[config.mk]
export PLATFORM = sky130hd
export DESIGN_NAME = bus_txn_watchdog
export DESIGN_NICKNAME = d
export VERILOG_FILES = /design/src/rtl/bus_txn_watchdog.sv
export SDC_FILE = /design/constraint.sdc
export NUM_CORES = 1
export LEC_CHECK = 0
export ABC_AREA = 1
export BUFFER_PORTS_ARGS = -buffer_cell sky130_fd_sc_hd__buf_2
export CAP_MARGIN = 40
export CORE_UTILIZATION = 40
export DETAILED_ROUTE_END_ITERATION = 12
export SYNTH_ARGS = -nofsm -noshare
export SYNTH_HDL_FRONTEND = slang
export SYNTH_SLANG_ARGS = --single-unit
[constraint.sdc]
create_clock -name CLK -period 4.2 [get_ports CLK]
set_input_delay 0.42 -clock CLK [delete_from_list [all_inputs] [get_ports CLK]]
set_output_delay 0.42 -clock CLK [all_outputs]
set_load 0.02 [all_outputs]
[src/rtl/bus_txn_watchdog.sv]
`default_nettype none
// ============================================================================
//  Module      : bus_txn_watchdog
//  Description : Per-CPU bus transaction watchdog. Times each request from
//                assertion to ack, flags requests that reach the programmed
//                cycle limit, captures the first offender. Optional latency
//                statistics are built when BUS_WD_STATS_EN is defined.
//  Revision    : 1.0 - initial release
// ============================================================================
module bus_txn_watchdog #(
    parameter int NUM_CPUS  = 8,
    parameter int TIMEOUT_W = 16,
    parameter int CPU_ID_W  = $clog2(NUM_CPUS)
) (
    input  logic                 CLK,
    input  logic                 RST,
    input  logic [NUM_CPUS-1:0]  req,
    input  logic [NUM_CPUS-1:0]  ack,
    input  logic [TIMEOUT_W-1:0] timeout_cfg,
    input  logic                 clear,
    output logic [NUM_CPUS-1:0]  timeout_vec,
    output logic [NUM_CPUS-1:0]  busy_vec,
    output logic                 err_valid,
    output logic [CPU_ID_W-1:0]  err_cpu,
    output logic [TIMEOUT_W-1:0] max_latency,
    output logic [CPU_ID_W-1:0]  max_cpu
);

    typedef enum logic [1:0] {
        ST_IDLE    = 2'd0,
        ST_WAIT    = 2'd1,
        ST_TIMEOUT = 2'd2
    } state_e;

    logic [NUM_CPUS-1:0] enter_vec;

`ifdef BUS_WD_STATS_EN
    logic [NUM_CPUS-1:0]                done_vec;
    logic [NUM_CPUS-1:0][TIMEOUT_W-1:0] lat_arr;
`endif

    genvar i;
    generate
        for (i = 0; i < NUM_CPUS; i++) begin : g_chan
            state_e               state_q, state_d;
            logic [TIMEOUT_W-1:0] cnt_q, cnt_d;
            logic                 enter;

            always_comb begin
                state_d = state_q;
                cnt_d   = cnt_q;
                enter   = 1'b0;
                case (state_q)
                    ST_IDLE: begin
                        if (req[i]) begin
                            state_d = ST_WAIT;
                            cnt_d   = TIMEOUT_W'(1);
                        end
                    end
                    ST_WAIT: begin
                        // Ack has priority over a limit hit in the same cycle.
                        if (ack[i]) begin
                            state_d = ST_IDLE;
                        end else if (!req[i]) begin
                            state_d = ST_IDLE;
                        end else if ((timeout_cfg != '0) && (cnt_q == timeout_cfg)) begin
                            state_d = ST_TIMEOUT;
                            enter   = 1'b1;
                        end else if (cnt_q != '1) begin
                            cnt_d = cnt_q + TIMEOUT_W'(1);
                        end
                    end
                    ST_TIMEOUT: begin
                        if (ack[i] || !req[i]) begin
                            state_d = ST_IDLE;
                        end
                    end
                    default: state_d = ST_IDLE;
                endcase
            end

            always_ff @(posedge CLK or posedge RST) begin
                if (RST) begin
                    state_q <= ST_IDLE;
                    cnt_q   <= '0;
                end else begin
                    state_q <= state_d;
                    cnt_q   <= cnt_d;
                end
            end

            assign enter_vec[i] = enter;
            assign busy_vec[i]  = (state_q != ST_IDLE);
`ifdef BUS_WD_STATS_EN
            assign done_vec[i]  = (state_q == ST_WAIT) && ack[i];
            assign lat_arr[i]   = cnt_q;
`endif
        end
    endgenerate

    // ------------------------------------------------------------------
    // Sticky flags and first-offender capture
    // ------------------------------------------------------------------
    logic [NUM_CPUS-1:0] timeout_vec_q, timeout_vec_d;
    logic                err_valid_q, err_valid_d;
    logic [CPU_ID_W-1:0] err_cpu_q, err_cpu_d;
    logic [CPU_ID_W-1:0] first_cpu;

    always_comb begin
        first_cpu = '0;
        for (int k = NUM_CPUS - 1; k >= 0; k--) begin
            if (enter_vec[k]) first_cpu = CPU_ID_W'(k);
        end

        // New timeouts land on top of the cleared value so they survive a clear.
        timeout_vec_d = (clear ? '0 : timeout_vec_q) | enter_vec;
        err_valid_d   = clear ? 1'b0 : err_valid_q;
        err_cpu_d     = clear ? '0   : err_cpu_q;
        if ((enter_vec != '0) && !err_valid_d) begin
            err_valid_d = 1'b1;
            err_cpu_d   = first_cpu;
        end
    end

    always_ff @(posedge CLK or posedge RST) begin
        if (RST) begin
            timeout_vec_q <= '0;
            err_valid_q   <= 1'b0;
            err_cpu_q     <= '0;
        end else begin
            timeout_vec_q <= timeout_vec_d;
            err_valid_q   <= err_valid_d;
            err_cpu_q     <= err_cpu_d;
        end
    end

    assign timeout_vec = timeout_vec_q;
    assign err_valid   = err_valid_q;
    assign err_cpu     = err_cpu_q;

    // ------------------------------------------------------------------
    // Optional latency statistics
    // ------------------------------------------------------------------
`ifdef BUS_WD_STATS_EN
    logic [TIMEOUT_W-1:0] max_latency_q, max_latency_d;
    logic [CPU_ID_W-1:0]  max_cpu_q, max_cpu_d;
    logic                 best_found;
    logic [TIMEOUT_W-1:0] best_cnt;
    logic [CPU_ID_W-1:0]  best_cpu;

    always_comb begin
        best_found = 1'b0;
        best_cnt   = '0;
        best_cpu   = '0;
        // Strict compare while scanning upward keeps the lowest index on ties.
        for (int k = 0; k < NUM_CPUS; k++) begin
            if (done_vec[k] && (!best_found || (lat_arr[k] > best_cnt))) begin
                best_found = 1'b1;
                best_cnt   = lat_arr[k];
                best_cpu   = CPU_ID_W'(k);
            end
        end

        max_latency_d = clear ? '0 : max_latency_q;
        max_cpu_d     = clear ? '0 : max_cpu_q;
        if (best_found && (best_cnt > max_latency_d)) begin
            max_latency_d = best_cnt;
            max_cpu_d     = best_cpu;
        end
    end

    always_ff @(posedge CLK or posedge RST) begin
        if (RST) begin
            max_latency_q <= '0;
            max_cpu_q     <= '0;
        end else begin
            max_latency_q <= max_latency_d;
            max_cpu_q     <= max_cpu_d;
        end
    end

    assign max_latency = max_latency_q;
    assign max_cpu     = max_cpu_q;
`else
    assign max_latency = '0;
    assign max_cpu     = '0;
`endif

endmodule
`default_nettype wire

* Word level (Yosys, flattened, before mapping)
Cells that the tools add are included.
Word-level totals: register bits after elaboration 156, bits of input ports 35, output and inout bits 39, logic and storage cells 326
Cells by class: $add $sub $neg 8, eq/ne operators 88, muxes and demuxes 141, bitwise logic cells 1, reduce and logical (&&, ||, !) cells 69
Operators with widths (count):
- 2-to-1 mux 16 bit | 40
- one-hot mux 16 bit (2 select lines) | 8
- adder 16 x 1 -> 16 bit (second input constant) | 8
- == test 16 bit | 8
- != test 16 bit (second input constant) | 8
- != test 2 bit (second input constant) | 48
- 2-to-1 mux 2 bit | 40
- one-hot mux 2 bit (3 select lines) | 8
- AND reduction 6 bit | 8
- 2-to-1 mux 1 bit | 34
- nonzero test 2 bit | 17
- != test 4 bit (second input constant) | 8
- 2-to-1 mux 3 bit | 10
- AND reduction 3 bit | 8
- == test 2 x 1 -> 1 bit (second input constant) | 8
- == test 2 bit (second input constant) | 8
- zero test 2 bit | 8
- nonzero test 16 bit | 1
- logical AND 1 bit | 9
- zero test 1 bit | 9
- logical OR 1 bit | 8
- 2-to-1 mux 8 bit | 1
- bitwise OR 8 bit | 1
- nonzero test 8 bit | 1

* Depth between registers and ports, before layout
word-level depth 15, depth in mapped cells 17, depth with buffers taken out 16

* Worst setup path before layout
OpenSTA, ideal clock, no wires.
path type reg-to-reg, from reg g_chan[1].cnt_q[0], to reg g_chan[1].cnt_q[4], library setup time 0.139 ns, arrival time 1.738 ns, required time 4.061 ns, path slack 2.324 ns, stages on the path, launching flop included 11, buffers on the path 1, period minus slack after synthesis 1.876 ns, path through dfrtp_1 -> ha_1 -> nand2_1 -> nor2_1 -> nand2_1 -> o21ai_0 -> a21oi_1 -> nand2_4 -> buf_2 -> nand2_1 -> o31ai_2
Between the ends: cells in the longest elaborated chain, start to end 6, elaborated cells between the ends (all ways) 12, classes of those cells 1 x add/sub; 4 x eq/ne; 5 x mux; 2 x reduce/logical
Ends and longest elaborated chain:
- from (decl) | line 46 | logic [TIMEOUT_W-1:0] cnt_q, cnt_d;
- from (signal assigned) | line 88 | cnt_q <= cnt_d;
- adder 16 x 1 -> 16 bit | line 70 | cnt_d = cnt_q + TIMEOUT_W'(1);
- 2-to-1 mux 16 bit | line 69 | end else if (cnt_q != '1) begin
- 2-to-1 mux 16 bit | line 66 | end else if ((timeout_cfg != '0) && (cnt_q == timeout_cfg)) begin
- 2-to-1 mux 16 bit | line 64 | end else if (!req[i]) begin
- 2-to-1 mux 16 bit | line 62 | if (ack[i]) begin
- one-hot mux 16 bit (2 select lines) | line 53 | case (state_q)
Parallel ways exist; a longest one is shown, timed or not. The select of a mux whose other input is x is not followed. A chain may end at the register's enable or synchronous reset.

* Worst setup path after layout
from reg g_chan[5].cnt_q[0], to reg g_chan[5].cnt_q[9]
Between the ends: cells in the longest elaborated chain, start to end 6, elaborated cells between the ends (all ways) 12, classes of those cells 1 x add/sub; 4 x eq/ne; 5 x mux; 2 x reduce/logical
Ends and longest elaborated chain (line):
- from (decl) | 46
- from (signal assigned) | 88
- adder 16 x 1 -> 16 bit | 70
- 2-to-1 mux 16 bit | 69
- 2-to-1 mux 16 bit | 66
- 2-to-1 mux 16 bit | 64
- 2-to-1 mux 16 bit | 62
- one-hot mux 16 bit (2 select lines) | 53
Parallel ways exist; a longest one is shown, timed or not. The select of a mux whose other input is x is not followed.

==> impl_metrics.json <==
{
  "status": "complete, no violations",
  "register_area_mm2": 0.00390,
  "synth_top_area_share_pct": 33.4,
  "antenna_found_initial": 1,
  "cts_made_buffers": 17,
  "layout_common_cells": "488 x nand2_1, 161 x nor2_1, 156 x dfrtp_1",
  "start_util_pct": 40.7,
  "maxCapViolations": 0,
  "grt_max_degree": 157,
  "synth_warnings": 0,
  "rsz0062_at_grt": "false",
  "rrSetupSlack_ns": 1.57,
  "whs_path_depth": 2,
  "place.gp.congestion": 0.929,
  "gr-total-overflow": 0,
  "seqPwrFrac_pct": 40.7,
  "relSlewSlack_pct": 35.7,
  "ys_top_cells_by_area": "dfrtp_1 33%, nand2_1 16%, xnor2_1 7.0%",
  "core_region_area_mm2": 0.0287,
  "period_minus_slack_ns": 2.63,
  "io_buffer_count": 54,
  "drtAntennaViolNets": 0,
  "clk_path_buf_depth": 2,
  "die_h_um": 173,
  "wl_um": 33400,
  "grt_pass1_vias": 9868,
  "synthArstFlopShare_pct": 100,
  "setup-violations-final": 0,
  "synthAdderAreaFrac_pct": 0.857,
  "synth_top_family_by_area": "simple AND/OR/NAND/NOR gates",
  "synth_top_area_cell": "dfrtp_1",
  "hp-start": "ack[2]",
  "crit_required_ns": 4.52,
  "cts_hold_buf": 0,
  "cts_setup_buffers": 0,
  "cts-htree-levels": 4,
  "end_kind": "flop",
  "clk_pin_slew_ns": 0.07,
  "r2r-end": "g_chan[5].cnt_q[9]",
  "grt_pass1_wl_um": 54300,
  "clkPwrFrac_pct": 39.2,
  "hold_viol_final": 0,
  "cell_internal_pwr_uw": 2770,
  "syn_inst": 1617,
  "tns_ns": 0,
  "r2r_cells": 12,
  "hold_class": "in2reg",
  "cts_root_buf": "clkbuf_16",
  "layout-drive-gt1-share_pct": 10.3,
  "cts_resized": 0,
  "r2r-start": "g_chan[5].cnt_q[0]",
  "avgViaCountPerCell": 5.19,
  "cts_tree": "built",
  "path_class": "reg2reg",
  "syn_to_final_growth_pct": 7.76,
  "wl_per_cell_um": 16.5,
  "ys.flop_type": "dfrtp_1",
  "drt_pass1_iterations": 5,
  "crit_path_start_kind": "flop",
  "power.density_mw_per_mm2": 331,
  "netSwitchingPower_uw": 1400,
  "synth_compound_area_share_pct": 8.27,
  "multi_input_area_mm2": 0.00670,
  "p_leak_uw": 0.00548,
  "netlist_area_mm2": 0.0117,
  "drtIter0Drc": 778,
  "pwr-share-comb_pct": 20.1,
  "cts.sinks": 156,
  "finalPower_uw": 4170,
  "dieArea_mm2": 0.0299,
  "final.fill_count": 2965,
  "synth_xor_area_share_pct": 12.9,
  "max_freq_mhz": 381,
  "peakVddDrop_uv": 263,
  "synth_cell_types": 48,
  "finalCritPeriodShare_pct": 62.6,
  "avgSynthCellArea_um2": 7.23,
  "slew_viol_final": 0,
  "drc": 0,
  "worst_pin_slew_ns": 0.962,
  "crit_fanout": 30,
  "final_nets": 1677,
  "clk_latency_ns": 0.45,
  "rows": 62,
  "yosys-mux-area-fraction_pct": 0,
  "arrival_ns": 2.94,
  "synth-simple-area-share_pct": 34.7,
  "ios": 74,
  "synth_edf_count": 0,
  "dr_total_vias": 10500,
  "finClkSkew_ns": 0.0173,
  "seq_area_frac_synth_pct": 33.4,
  "hpwl_um": 24700,
  "grtUsageTotal_pct": 23.0,
  "min_to": "g_chan[2].state_q[1]",
  "synth-seq-cells": 156,
  "power_switching_share_pct": 33.5,
  "final_common_cell": "nand2_1",
  "die_x_um": 173
}
## critical path, cell delays in order (launching register included)
cell	delay (ns)
dfrtp_1	0.46
ha_1	0.21
nand2_1	0.08
inv_1	0.07
nand2_1	0.10
nor2_2	0.21
nand3_1	0.10
o21ai_1	0.19
o21ai_2	0.09
nand2_1	0.71
o21ai_1	0.12
o21ai_1	0.10
nor2_1	0.05
## layout make-up
| class | count | share of cell area, % |
|---|---|---|
| sequential | 156 | 31.0 |
| timing repair buffer | 58 | 2.54 |
| inverter | 152 | 4.58 |
| clock inverter | 12 | 1.32 |
| antenna | 1 | 0.0199 |
| clock buffer | 18 | 3.49 |
| tap | 384 | 3.82 |
| multi-input combinational | 1249 | 53.2 |
## kinds of logic after synthesis
logic type,count (synthesis)
xor gates and xnor gates,172
other,1
and+or+nand+nor,913
buffers and inverters,230
adders and majority gates,8
AOI/OAI and AO/OA,137
DFF,156
## power by group through the flow
stage	sequential, uW	clock (uW)	combinational, uW
after floorplan	1680	0	688
after global placement	1720	0	814
after detailed placement	1720	0	836
after CTS	1690	1670	840
after global routing	1710	1740	949
final	1700	1630	838
## registers in the layout (all words and copies together), names as in the netlist
name            count
err_cpu             3
timeout_vec         8
err_valid           1
g_chan.state_q     16
g_chan.cnt_q      128
## per-stage QoR
step / std cells / util (%) / hold slack, ns / cell area, um2 / setup slack, ns
after floorplan: 1635 / - / 0.419 / 11800 / 1.81
after global placement: 1998 / 41.7 / 0.427 / 12000 / 1.50
after detailed placement: 1999 / 41.8 / 0.432 / 12000 / 1.46
after CTS: 2029 / 43.9 / 0.179 / 12600 / 1.64
after global routing: 2029 / 43.9 / 0.206 / 12600 / 1.39
final: 2030 / 43.9 / 0.192 / 12600 / 1.57
## worst max-delay path by stage
stage                       startpoint                 end  slack (ns)  depth (start not counted)
finish              g_chan[5].cnt_q[0]  g_chan[5].cnt_q[9]        1.57                         12
global route        g_chan[5].cnt_q[0]  g_chan[5].cnt_q[7]        1.39                         12
CTS                 g_chan[5].cnt_q[0]  g_chan[5].cnt_q[4]        1.64                         11
detailed placement      timeout_cfg[1]  g_chan[2].cnt_q[6]        1.46                         13
global placement        timeout_cfg[1]  g_chan[2].cnt_q[6]        1.50                         13
floorplan                          RST          err_cpu[0]        1.81                          1
## layer usage
layer  vias up  global-route usage, %  share of wire (%)
met5         -                      0                  0
met4         0                   8.22                2.6
met3        50                   4.07                6.1
met2       335                   36.1                 45
met1      4959                   31.9                 46
li1       5191                      -                  -
## Yosys cell counts (2+ instances only)
library cell	number
o21ai_2	3
clkbuf_2	5
buf_4	28
nand2_2	11
nor4_1	12
nand3_1	97
ha_1	8
a21oi_1	15
and2_1	2
nand4_1	37
inv_2	8
inv_1	142
o31ai_1	45
dfrtp_1	156
nand3_2	7
nand2_4	7
nand2_1	488
nor2_4	9
nor3b_1	6
nor2_2	15
o21ai_0	35
o41ai_1	3
clkbuf_1	10
buf_2	15
o31ai_2	11
nor3_1	55
o211ai_1	2
o21ai_4	3
nor2_1	161
xnor2_1	94
xor2_1	78
o21ai_1	14
buf_6	20
No activity file was read; power rests on OpenSTA's default activity.
